File: config.mk
export PLATFORM = sky130hd
export DESIGN_NAME = nice_string_classifier
export DESIGN_NICKNAME = d
export VERILOG_FILES = /design/src/rtl/string_pkg.sv /design/src/rtl/pair_history.sv /design/src/rtl/nice_string_classifier.sv
export SDC_FILE = /design/constraint.sdc
export NUM_CORES = 1
export LEC_CHECK = 0
export ABC_AREA = 1
export BUFFER_PORTS_ARGS = -buffer_cell sky130_fd_sc_hd__buf_2
export CORE_ASPECT_RATIO = 0.8
export CORE_UTILIZATION = 30
export CTS_CLUSTER_SIZE = 24
export DETAILED_ROUTE_END_ITERATION = 7
export PLACE_DENSITY = 0.48
export SYNTH_ARGS = -nofsm -noshare
export SYNTH_HDL_FRONTEND = slang
export SYNTH_SLANG_ARGS = --single-unit
File: constraint.sdc
create_clock -name clk -period 3.4 [get_ports clk]
set_input_delay 0 -clock clk [delete_from_list [all_inputs] [get_ports clk]]
set_output_delay 0 -clock clk [all_outputs]
set_load 0.05 [all_outputs]
File: src/rtl/string_pkg.sv
// Shared character definitions, line-length default and classifier types.
package string_pkg;

  localparam int unsigned CHAR_W       = 8;
  localparam int unsigned MAX_LINE_LEN = 16;

  typedef logic [CHAR_W-1:0] char_t;

  localparam char_t CHAR_NEWLINE = 8'h0A;
  localparam char_t CHAR_EOF     = 8'h00;
  localparam char_t CHAR_A       = 8'h61;
  localparam char_t CHAR_Z       = 8'h7A;

  typedef enum logic {
    ST_RUN  = 1'b0,
    ST_DONE = 1'b1
  } cls_state_e;

  typedef struct packed {
    logic repeat_found;
    logic pair_found;
    logic overflow;
  } line_flags_t;

endpackage

File: src/rtl/pair_history.sv
// Letter history of the current line plus parallel repeat (i vs i-2) and
// non-overlapping pair compares for the letter being written at index len.
module pair_history
  import string_pkg::*;
#(
  parameter int unsigned DEPTH = MAX_LINE_LEN
) (
  input  logic                         clk,
  input  logic                         wr_en,
  input  logic [$clog2(DEPTH+1)-1:0]   len,
  input  char_t                        wr_char,
  output logic                         repeat_hit_c,
  output logic                         pair_hit_c
);

  localparam int unsigned LEN_W = $clog2(DEPTH + 1);
  localparam int unsigned IDX_W = (DEPTH > 1) ? $clog2(DEPTH) : 1;

  char_t hist_q [DEPTH];
  char_t prev1;
  char_t prev2;

  // Contents are qualified by len only, so no reset is needed.
  always_ff @(posedge clk) begin
    if (wr_en && (len < LEN_W'(DEPTH))) begin
      hist_q[IDX_W'(len)] <= wr_char;
    end
  end

  // Stored pairs (j, j+1) must end at or before i-2 to avoid overlap.
  always_comb begin
    prev1        = hist_q[IDX_W'(len - LEN_W'(1))];
    prev2        = hist_q[IDX_W'(len - LEN_W'(2))];
    repeat_hit_c = (len >= LEN_W'(2)) && (prev2 == wr_char);
    pair_hit_c   = 1'b0;
    for (int j = 0; j + 1 < int'(DEPTH); j++) begin
      if ((int'(len) >= j + 3) && (hist_q[j] == prev1) && (hist_q[j+1] == wr_char)) begin
        pair_hit_c = 1'b1;
      end
    end
  end

endmodule

File: src/rtl/nice_string_classifier.sv
// Streams ASCII bytes, classifies each newline/EOF-terminated line as nice
// (a letter repeat at distance 2 and a non-overlapping repeated pair).
module nice_string_classifier #(
  parameter int unsigned INBOUND_DATA_WIDTH = 8,
  parameter int unsigned MAX_LINE_LEN       = string_pkg::MAX_LINE_LEN
) (
  input  logic                          clk,
  input  logic                          reset,
  input  logic                          inbound_valid,
  input  logic [INBOUND_DATA_WIDTH-1:0] inbound_data,
  output logic                          string_is_nice,
  output logic                          end_of_file
);

  import string_pkg::*;

  localparam int unsigned LEN_W = $clog2(MAX_LINE_LEN + 1);
  localparam int unsigned DW    = INBOUND_DATA_WIDTH;

  cls_state_e        state_q;
  cls_state_e        state_d;
  logic [LEN_W-1:0]  len_q;
  logic [LEN_W-1:0]  len_d;
  line_flags_t       flags_q;
  line_flags_t       flags_d;
  logic              nice_d;
  logic              eof_d;

  logic              accept_c;
  logic              is_letter_c;
  logic              is_newline_c;
  logic              is_eof_c;
  logic              line_full_c;
  logic              wr_en_c;
  logic              repeat_hit_c;
  logic              pair_hit_c;
  char_t             wr_char_c;

  // Byte decode; anything that is not a letter, newline or EOF is dropped.
  assign accept_c     = inbound_valid && (state_q == ST_RUN);
  assign is_letter_c  = accept_c && (inbound_data >= DW'(CHAR_A)) && (inbound_data <= DW'(CHAR_Z));
  assign is_newline_c = accept_c && (inbound_data == DW'(CHAR_NEWLINE));
  assign is_eof_c     = accept_c && (inbound_data == DW'(CHAR_EOF));
  assign line_full_c  = (len_q == LEN_W'(MAX_LINE_LEN));
  assign wr_en_c      = is_letter_c && !line_full_c;
  assign wr_char_c    = CHAR_W'(inbound_data);

  pair_history #(
    .DEPTH (MAX_LINE_LEN)
  ) u_pair_history (
    .clk          (clk),
    .wr_en        (wr_en_c),
    .len          (len_q),
    .wr_char      (wr_char_c),
    .repeat_hit_c (repeat_hit_c),
    .pair_hit_c   (pair_hit_c)
  );

  always_ff @(posedge clk or posedge reset) begin
    if (reset) begin
      state_q        <= ST_RUN;
      len_q          <= '0;
      flags_q        <= '0;
      string_is_nice <= 1'b0;
      end_of_file    <= 1'b0;
    end else begin
      state_q        <= state_d;
      len_q          <= len_d;
      flags_q        <= flags_d;
      string_is_nice <= nice_d;
      end_of_file    <= eof_d;
    end
  end

  always_comb begin
    state_d = state_q;
    if (is_eof_c) begin
      state_d = ST_DONE;
    end
  end

  // Line bookkeeping and classification of the terminated line.
  always_comb begin
    len_d   = len_q;
    flags_d = flags_q;
    nice_d  = 1'b0;
    eof_d   = end_of_file || is_eof_c;
    if (wr_en_c) begin
      len_d                = len_q + LEN_W'(1);
      flags_d.repeat_found = flags_q.repeat_found || repeat_hit_c;
      flags_d.pair_found   = flags_q.pair_found || pair_hit_c;
    end else if (is_letter_c) begin
      flags_d.overflow = 1'b1;
    end
    if (is_newline_c || is_eof_c) begin
      nice_d  = (len_q != '0) && flags_q.repeat_found && flags_q.pair_found && !flags_q.overflow;
      len_d   = '0;
      flags_d = '0;
    end
  end

endmodule
==> run summary <==
Run status -> complete, no violations
TNS Setup -> 0 ns
Post-route clock period utilization -> 95.49%
Layout Skew -> 0.01745 ns
# DRC -> 0
Multi-input combinational cell area -> 0.005992 mm^2
Fmax -> 0.3080 GHz
Detailed Place HPWL -> 41,250 um
Fin. max-slew vios -> 0
Register area -> 0.004124 mm^2
First DRT Iteration DRCs -> 1,594
Util after Layout -> 36.35%
Die footprint -> 0.03749 mm^2
Die W -> 216.2 um
Synth cell count leaders -> nand2_1, nand3_1, nor2_1, edfxtp_1, inv_1
GRT busiest layer -> met1
Internal -> 3.007 mW
Synth cell types -> 35
Net Sw Frac -> 24.31%
Synth Area in Adders -> 1.250%
CP required -> 3.78 ns
Syn Inst Count -> 1,511
Die H -> 173.4 um
Global Route Usage Sum -> 29.70%
Met1 usage -> 43.97%
Top post-synthesis cells by area -> edfxtp_1, nand2_1, nand3_1, nor2_1, xor2_1
Port buffer count -> 12
Post-synth EDFFs -> 128
Post-route ant nets -> 0
Total power -> 3.973 mW
Part of the power in the clock network -> 47.2%
Total gr overflow -> 0
Post-Syn Area per Cell -> 7.289 um^2
Yosys warnings -> 0
Compound-Gate Fraction of Synth Area -> 9.452%
Fin nets -> 1,619
Crit path time final -> 3.247 ns
Critical path fanouts, max -> 22
Post-synthesis mux area share -> 0%
TritonCTS clock tree -> yes
Antenna violations before repair -> 2
Actual slew at the worst max-slew pin -> 1.081 ns
Top-count cell post-synth -> nand2_1
Core footprint -> 0.03599 mm^2
Site Rows -> 62
Max_cap viols -> 0
Final std cell area, no fill -> 0.01309 mm^2
Worst skew pair latency -> 0.46 ns
Area grow syn2layout -> 18.81%
Critical Path Start Type -> flop
I/O pin cnt -> 13
CTS Sinks -> 139
Setup Viol. Count Final -> 0
Via density -> 5.550
First-pass GRT wire length -> 79,010 um
Register area share after synthesis -> 37.40%
Largest net degree at the start of global routing -> 95
Met2 Use GR -> 42.68%
Share of cells above drive strength 1 -> 13.55%
Met3 Use GR -> 5.439%
H-tree levels -> 4
Combinational share of power -> 5.8%
Gpl congestion -> 0.9908
CTS Buf Count -> 17
Drt first pass iters -> 6
Synth Register Bits -> 139
CP Class -> reg -> reg
FFs w/ async S/R, synth -> 7.914%
Root Buffer -> clkbuf_16
WL final -> 55,390 um
CTS Buffer Depth -> 2
Leakage -> 5.438 nW
Post-synthesis xor/xnor area fraction -> 7.953%
Synthesized area -> 0.01101 mm^2
Vias -> 11.60k
Fillers -> 3,876
RSZ-0062 raised after global routing -> no
Placed cell area -> 0.01247 mm^2
Hold_ws -> 0.05565 ns
Hold Fails Final Rpt -> 0
Vias in the first global route -> 10.60k
Relative slew slack -> 27.88%
CP endpoint kind -> flop
Simple-gate portion of the synthesized area -> 35.73%
Reg power frac -> 47.0%
WL/cell -> 26.50 um
Dominant combinational cell family by area after synthesis -> simple AND/OR/NAND/NOR gates
Main flop type after synthesis -> edfxtp_1
Synthesized net count -> 1,533
Clk pin slew, worst setup/hold paths -> 0.07 ns
NetSw -> 0.9661 mW
Critical Path AT -> 3.63 ns
Max VDD drop -> 0.2871 mV
Pwr dens -> 303.7 mW/mm^2
Synth area leader -> edfxtp_1
Hold/Removal Path Class -> in -> reg
Initial Utilization -> 30.60%
Post-synth top area share -> 34.90%
power by group through the flow:
stage                     logic, mW  registers [mW]  clock network [mW]
after floorplan               0.104            1.90                   0
after global placement        0.226            1.90                   0
after detailed placement      0.226            1.90                   0
after CTS                     0.228            1.87                1.91
after global routing          0.244            1.86                1.97
final                         0.232            1.87                1.88
worst paths after layout:
path	from	end	slack (ns)	cells past startpoint
setup / recovery	len_q[0]	flags_q[1]	0.15	20
hold / removal	inbound_data[4]	u_pair_history.hist_q[9][4]	0.06	2
setup reg to reg	len_q[0]	flags_q[1]	0.15	20
hold reg to reg	state_q	state_q	0.46	2
max in group asynchronous	reset	len_q[0]	2.91	3
min in group asynchronous	reset	string_is_nice	0.11	3
critical path: stages (launching register included):
cell,delay (ns)
dfrtp_4,0.44
clkinv_2,0.10
ha_1,0.40
inv_2,0.08
buf_12,0.17
nand3_1,0.17
nand3_1,0.14
nand3_2,0.14
nand2_4,0.14
buf_12,0.19
inv_1,0.21
nor2_1,0.09
nor2_1,0.18
nand3_1,0.12
nor2_2,0.19
nor2_1,0.07
nand2_1,0.06
nor2_1,0.04
nand2_1,0.05
nand2_1,0.04
a21oi_1,0.13
layer usage:
layer	up-vias	part of all wire, %
met2	632	42
li1	5260	-
met4	0	3.5
met1	5618	46
met3	89	8.8
met5	-	0
layout by cell type, fill, tap and decap left out, types with 11 or more instances in the layout:
master	count
a21oi_1	60
buf_12	19
buf_2	12
buf_4	114
clkbuf_16	17
edfxtp_1	128
ha_1	11
inv_1	107
nand2_1	385
nand3_1	229
nand3_2	12
nand3b_1	11
nand4_1	21
nor2_1	164
nor3_1	26
o211ai_1	25
o21ai_0	76
o22ai_1	21
xnor2_1	30
xor2_1	70
registers in the layout (all words and copies together), names as in the netlist:
name,flops
u_pair_history.hist_q,128
len_q,5
flags_q,3
end_of_file,1
state_q,1
string_is_nice,1
layout make-up:
class | instances | area share (%)
Timing Repair Buffer | 150 | 10.31
Clock inverter | 14 | 1.128
Tap cell | 480 | 4.590
Multi-Input combinational cell | 1173 | 45.79
Inverter | 116 | 3.395
Sequential cell | 139 | 31.52
Antenna cell | 1 | 0.01912
Clock buffer | 17 | 3.251
repair_timing:
item / 4_1_cts / 5_1_grt
hold buffers: 3 / 0
endpoints found under the hold margin: 14 / 0
buffers inserted: 0 / 0
resized for setup: 0 / 3
setup endpoints to repair: 0 / 1
metrics by stage:
step / std cells / setup WS (ns)
6_report: 2090 / 0.1535
4_1_cts: 2089 / 0.1644
2_1_floorplan: 1511 / 0.1605
3_5_place_dp: 2055 / 0.1943
3_3_place_gp: 2055 / 0.1694
5_1_grt: 2089 / 0.02413
logic make-up (layout without fill, tap and decap cells):
group | Yosys count | after routing
XOR/XNOR | 100 | 100
flip-flops | 139 | 139
buffers and inverters | 199 | 297
adder cells (fa/ha/maj) | 11 | 11
AND/OR/NAND/NOR | 874 | 874
AO/OA/AOI/OAI | 188 | 188
other | 0 | 1
(Power assumes the default switching activity.)
